==> src/rtl/vsc8541_pkg.sv <==
// Shared types and 125 MHz timing constants for the VSC8541 PHY reset sequencer.
package vsc8541_pkg;

    typedef enum logic [1:0] {
        ST_RESET,
        ST_HOLD,
        ST_WAIT,
        ST_READY
    } seq_state_e;

    typedef struct packed {
        logic rxd5;
        logic rxd4;
        logic rx_clk;
    } strap_t;

    localparam logic [2:0] STRAP_DEFAULT_C = 3'b001;

    // 10 us reset, 128 ns strap hold, 20 us settle at 125 MHz
    localparam int PHY_RESET_CYCLES_125M      = 1250;
    localparam int PHY_STRAP_HOLD_CYCLES_125M = 16;
    localparam int PHY_READY_WAIT_CYCLES_125M = 2500;

    function automatic int max3(input int a, input int b, input int c);
        int m;
        m = (a > b) ? a : b;
        return (m > c) ? m : c;
    endfunction

endpackage

==> src/rtl/phy_delay_counter.sv <==
// Clearable up-counter with terminal-count compare; holds at the terminal value.
module phy_delay_counter #(
    parameter int WIDTH = 12
) (
    input  logic             clk,
    input  logic             clear_i,
    input  logic             en_i,
    input  logic [WIDTH-1:0] term_i,
    output logic             tc_o
);

    logic [WIDTH-1:0] cnt_q;

    assign tc_o = (cnt_q == term_i);

    always_ff @(posedge clk) begin
        if (clear_i) begin
            cnt_q <= '0;
        end else if (en_i && !tc_o) begin
            cnt_q <= cnt_q + 1'b1;
        end
    end

endmodule

==> src/rtl/vsc8541_reset_seq.sv <==
// VSC8541 power-up sequencer: nRESET timing, strap drive/release, ready flag.
// Optional runtime restart with new straps when VSC8541_RESTART_EN is defined.
module vsc8541_reset_seq
    import vsc8541_pkg::*;
#(
    parameter int         RESET_CYCLES      = PHY_RESET_CYCLES_125M,
    parameter int         STRAP_HOLD_CYCLES = PHY_STRAP_HOLD_CYCLES_125M,
    parameter int         READY_WAIT_CYCLES = PHY_READY_WAIT_CYCLES_125M,
    parameter logic [2:0] STRAP_DEFAULT     = STRAP_DEFAULT_C
) (
    input  logic       clk,
    input  logic       i_reset,
`ifdef VSC8541_RESTART_EN
    input  logic       i_restart,
`endif
    input  logic [2:0] i_strap,
    output logic       o_nreset,
    output logic       o_strap_oe,
    output logic       o_rx_clk,
    output logic       o_rx_d4,
    output logic       o_rx_d5,
    output logic       o_ready,
    output logic       o_busy
);

    localparam int MAX_CYCLES = max3(RESET_CYCLES, STRAP_HOLD_CYCLES, READY_WAIT_CYCLES);
    localparam int CW         = $clog2(MAX_CYCLES + 1);

    localparam logic [CW-1:0] TERM_RESET = CW'(RESET_CYCLES - 1);
    localparam logic [CW-1:0] TERM_HOLD  = CW'(STRAP_HOLD_CYCLES - 1);
    localparam logic [CW-1:0] TERM_WAIT  = CW'(READY_WAIT_CYCLES - 1);

    if (RESET_CYCLES < 1 || STRAP_HOLD_CYCLES < 1 || READY_WAIT_CYCLES < 1) begin : g_param_check
        $error("vsc8541_reset_seq: all *_CYCLES parameters must be >= 1");
    end

    seq_state_e    state_q, state_d;
    strap_t        strap_q, strap_d;
    logic          nreset_q;
    logic          strap_oe_q;
    logic          ready_q;
    logic          busy_q;

    logic [CW-1:0] term;
    logic          tc;
    logic          cnt_clear;
    logic          cnt_en;

`ifndef VSC8541_RESTART_EN
    logic unused_strap;
    assign unused_strap = ^i_strap;
`endif

    always_comb begin
        state_d = state_q;
        strap_d = strap_q;
        term    = '0;
        unique case (state_q)
            ST_RESET: begin
                term = TERM_RESET;
                if (tc) state_d = ST_HOLD;
            end
            ST_HOLD: begin
                term = TERM_HOLD;
                if (tc) state_d = ST_WAIT;
            end
            ST_WAIT: begin
                term = TERM_WAIT;
                if (tc) state_d = ST_READY;
            end
            default: begin
                term = '0;
            end
        endcase
`ifdef VSC8541_RESTART_EN
        // Restart only once nRESET is released and the hold window is over
        if (i_restart && (state_q == ST_WAIT || state_q == ST_READY)) begin
            state_d = ST_RESET;
            strap_d = strap_t'(i_strap);
        end
`endif
    end

    assign cnt_clear = i_reset || (state_d != state_q);
    assign cnt_en    = (state_q != ST_READY);

    phy_delay_counter #(
        .WIDTH (CW)
    ) u_delay (
        .clk     (clk),
        .clear_i (cnt_clear),
        .en_i    (cnt_en),
        .term_i  (term),
        .tc_o    (tc)
    );

    // Outputs are decoded from the next state so they change on the same edge as the state
    always_ff @(posedge clk) begin
        if (i_reset) begin
            state_q    <= ST_RESET;
            strap_q    <= strap_t'(STRAP_DEFAULT);
            nreset_q   <= 1'b0;
            strap_oe_q <= 1'b1;
            ready_q    <= 1'b0;
            busy_q     <= 1'b1;
        end else begin
            state_q    <= state_d;
            strap_q    <= strap_d;
            nreset_q   <= (state_d != ST_RESET);
            strap_oe_q <= (state_d == ST_RESET) || (state_d == ST_HOLD);
            ready_q    <= (state_d == ST_READY);
            busy_q     <= (state_d != ST_READY);
        end
    end

    assign o_nreset   = nreset_q;
    assign o_strap_oe = strap_oe_q;
    assign o_rx_clk   = strap_q.rx_clk;
    assign o_rx_d4    = strap_q.rxd4;
    assign o_rx_d5    = strap_q.rxd5;
    assign o_ready    = ready_q;
    assign o_busy     = busy_q;

endmodule
==> config.mk <==
export PLATFORM = sky130hd
export DESIGN_NAME = vsc8541_reset_seq
export DESIGN_NICKNAME = d
export VERILOG_FILES = /design/src/rtl/vsc8541_pkg.sv /design/src/rtl/phy_delay_counter.sv /design/src/rtl/vsc8541_reset_seq.sv
export SDC_FILE = /design/constraint.sdc
export NUM_CORES = 1
export LEC_CHECK = 0
export CORE_MARGIN = 2
export CORE_UTILIZATION = 58
export CTS_BUF_LIST = sky130_fd_sc_hd__clkbuf_2 sky130_fd_sc_hd__clkbuf_4 sky130_fd_sc_hd__clkbuf_8
export DETAILED_ROUTE_END_ITERATION = 16
export GPL_TIMING_DRIVEN = 0
export PLACE_DENSITY = 0.81
export SYNTH_ARGS = -nofsm -noshare
export SYNTH_HDL_FRONTEND = slang
export SYNTH_SLANG_ARGS = --single-unit
==> constraint.sdc <==
create_clock -name clk -period 2.9 [get_ports clk]
set_input_delay 0.725 -clock clk [delete_from_list [all_inputs] [get_ports clk]]
set_output_delay 0.725 -clock clk [all_outputs]
set_load 0.03 [all_outputs]
==> out/metrics.csv <==
stage;metric;value;unit
synth;ys flop type;dfxtp_1;
min_path;Hold Path Class;register to register;
pwr;overall power;0.566;mW
pwr;peak supply drop;0.000230;V
floorplan;IO Pins;12;
cts;Sink Count;18;
global_route;first-pass GRT wire length;4.54;mm
cts;post_cts resized;0;
setup_path;CP arrival;2.76;ns
floorplan;Initial Util;0.613;
timing;RSZ-0062 raised after global routing;false;
cts;CTS Root Buffer Type;clkbuf_4;
min_path;hold wc startpoint;u_delay.cnt_q[11];
placed_design;dpl hpwl;1.97;mm
detailed_routing;Initial DRT Pass Iterations;5;
global_route;vias in the first global route;974;
synth;Syn Inst Count;135;
cts;Setup Buffers After CTS;0;
cts;clock latency on the worst-skew pair;0.30;ns
setup_path;crit path launch;state_q[0];
synth;Synth area leaders;dfxtp_1, ha_1, a211oi_1;
layout;area grow syn2layout;10.3;%
synth;Yosys reg bits;18;
layout;nets;157;
detailed_routing;Iter 0 DRT Violations;22;
pwr;pwr/cell area;427;nW/um^2
timing;Final Slew Violations;0;
layout;layout cells sized above 1;0.166;
cts;deepest clock path buffer count;2;
setup_path;R2R cell count;7;
floorplan;Die Y;49.5;um
global_route;pin count of the biggest net entering global routing;11;
detailed_routing;Routed wire per std cell;15.2;um
synth;count of cell types in the netlist;48;
timing;Fin. Hold Viols;0;
detailed_routing;WL final;2.61;mm
cts;Clock transition at path regs;0.12;ns
timing;clock skew;0.0114;ns
floorplan;# rows;16;
synth;Yosys warnings;0;
global_route;total gr overflow;0;
timing;fin crit share;0.887;
timing;Setup WS post-layout;0.326;ns
detailed_routing;vias post-DR;1069;
pwr;Lkg Pwr;0.472;nW
setup_path;critical path capture point type;register;
placed_design;dpl ws;0.393;ns
setup_path;Worst Setup EP;o_busy;
global_route;total track usage;0.242;
setup_path;Crit Path Class;register to register;
floorplan;Die Wd;49.5;um
synth;largest area contributor in the netlist;dfxtp_1;
timing;Final setup viols;0;
setup_path;worst flop-to-flop path endpoint;o_busy;
detailed_routing;DR DRC count;0;
setup_path;WP data required;3.09;ns
timing;min cycle time layout;2.57;ns
setup_path;FF-to-FF Start;state_q[0];
cts;htree depth;1;
run_status;outcome;completed;
global_route;antenna violations before repair;0;
setup_path;critical path peak fanout;7;
placed_design;IO buf count;5;
flow_run;maxcap violations;0;
layout;final instance area;1330;um^2
cts;Inserted Clock Buffers;3;
floorplan;die area;2450;um^2
timing;Setup TNS Final;0;ns
floorplan;core area;1960;um^2
setup_path;reg2reg setup slack;0.33;ns
cts;TritonCTS clock tree;done;
setup_path;Worst setup SP type;register;
timing;worst-margin pin slew;0.697;ns
synth;Yosys top cell area share;0.300;
layout;fin util;0.676;
synth;Post-synth ARST share;0;
synth;synthesized area;1200;um^2
synth;synthesized area per cell;8.91;um^2
placed_design;Placed Area;1290;um^2
timing;fmax;0.389;GHz
placed_design;Placer Congestion;0.927;
synth;Seq/Total Area, Yosys;0.300;
layout;# diodes;0;
detailed_routing;Antenna Nets Post-Route;0;
synth;EDFF count, synth;0;
timing;Rel. slew slack;0.531;
cts;Hold Buf Count CTS;0;
detailed_routing;vias per cell;6.22;
## worst min path at each step
| stage | end | slack [ns] | cells after the start |
|---|---|---|---|
| floorplan | u_delay.cnt_q[11] | 0.46 | 2 |
| global placement | u_delay.cnt_q[11] | 0.49 | 2 |
| detailed placement | u_delay.cnt_q[11] | 0.51 | 2 |
| CTS | u_delay.cnt_q[11] | 0.53 | 2 |
| global route | u_delay.cnt_q[9] | 0.57 | 2 |
| finish | u_delay.cnt_q[11] | 0.54 | 2 |
## metrics by stage
| step | hold slack (ns) | instances |
|---|---|---|
| 3_5_place_dp | 0.508 | 168 |
| 2_1_floorplan | 0.464 | 136 |
| 6_report | 0.541 | 172 |
| 3_3_place_gp | 0.494 | 168 |
| 4_1_cts | 0.530 | 172 |
| 5_1_grt | 0.575 | 172 |
## cell usage after synthesis (2+ instances only)
master / instances
conb_1: 2
nand4_1: 3
or4_1: 3
nor2_1: 11
o21ai_0: 4
buf_4: 4
nand2_1: 4
o31ai_1: 2
inv_1: 6
nor3_1: 8
buf_2: 2
ha_1: 6
or3_1: 5
a2111oi_2: 2
a211oi_1: 6
xnor2_1: 5
nor4_1: 2
and4_1: 3
buf_6: 3
or2_2: 2
nand3_1: 7
xor2_1: 2
dfxtp_1: 18
## sequential cells by signal (all words and copies together), names as in the netlist
name and cells:
o_strap_oe 1, o_busy 1, o_nreset 1, u_delay.cnt_q 12
state_q 2, o_ready 1
## power by group
part | internal [mW] | switching [mW] | leakage [nW] | total [mW]
registers | 0.258 | 0.0161 | 0.146 | 0.274
clock network | 0.0765 | 0.0837 | 0.0210 | 0.160
logic | 0.0537 | 0.0773 | 0.305 | 0.131
## cell usage in the layout, fill, tap and decap left out, types with 2 or more instances in the layout
| master | n |
|---|---|
| dfxtp_1 | 18 |
| nor2_1 | 11 |
| nor3_1 | 8 |
| nand3_1 | 7 |
| inv_1 | 6 |
| a211oi_1 | 6 |
| ha_1 | 6 |
| xnor2_1 | 5 |
| or3_1 | 5 |
| clkdlybuf4s50_1 | 5 |
| nand2_1 | 4 |
| buf_4 | 4 |
| o21ai_0 | 4 |
| buf_6 | 3 |
| or4_1 | 3 |
| and4_1 | 3 |
| nand4_1 | 3 |
| conb_1 | 3 |
| clkbuf_4 | 3 |
| xor2_1 | 2 |
| nor4_1 | 2 |
| buf_2 | 2 |
| or2_2 | 2 |
| a2111oi_2 | 2 |
| o31ai_1 | 2 |
## logic make-up (layout without fill, tap and decap cells)
logic type,count (synthesis),count (layout),share of synthesized area
xor+xnor,7,7,0.0510
flops,18,18,0.300
simple gates,57,57,0.288
buf+inv,15,24,0.0801
compound gates,29,29,0.204
fa+ha+maj,6,6,0.0624
other cells,2,3,0.00625
mux,1,1,0.00832
## metal layers
layer / vias up / track usage / share of wire / routed length [um]
met2: 36 / 0.418 / 0.51 / 1330
met4: 0 / 0.111 / 0.012 / 31
li1: 529 / - / - / -
met3: 4 / 0.0303 / 0.045 / 118
met5: - / 0 / 0 / 0
met1: 500 / 0.298 / 0.43 / 1130
## area by class of cell
type	count	area (um^2)
multi-input combinational	103	749
fill	167	636
sequential	18	360
buffer	9	73.8
timing repair buffer	5	50.0
clock buffer	4	36.3
tap	27	33.8
inverter	6	22.5
## worst max-delay path: stages, from the launching register on
cell and delay (ns):
dfxtp_1 0.48, inv_1 0.13, ha_1 0.29, or3_1 0.37, a22oi_4 0.26, and3_1 0.28
a31oi_1 0.21, a2111o_1 0.42
Power figures use the tool's default switching activity.
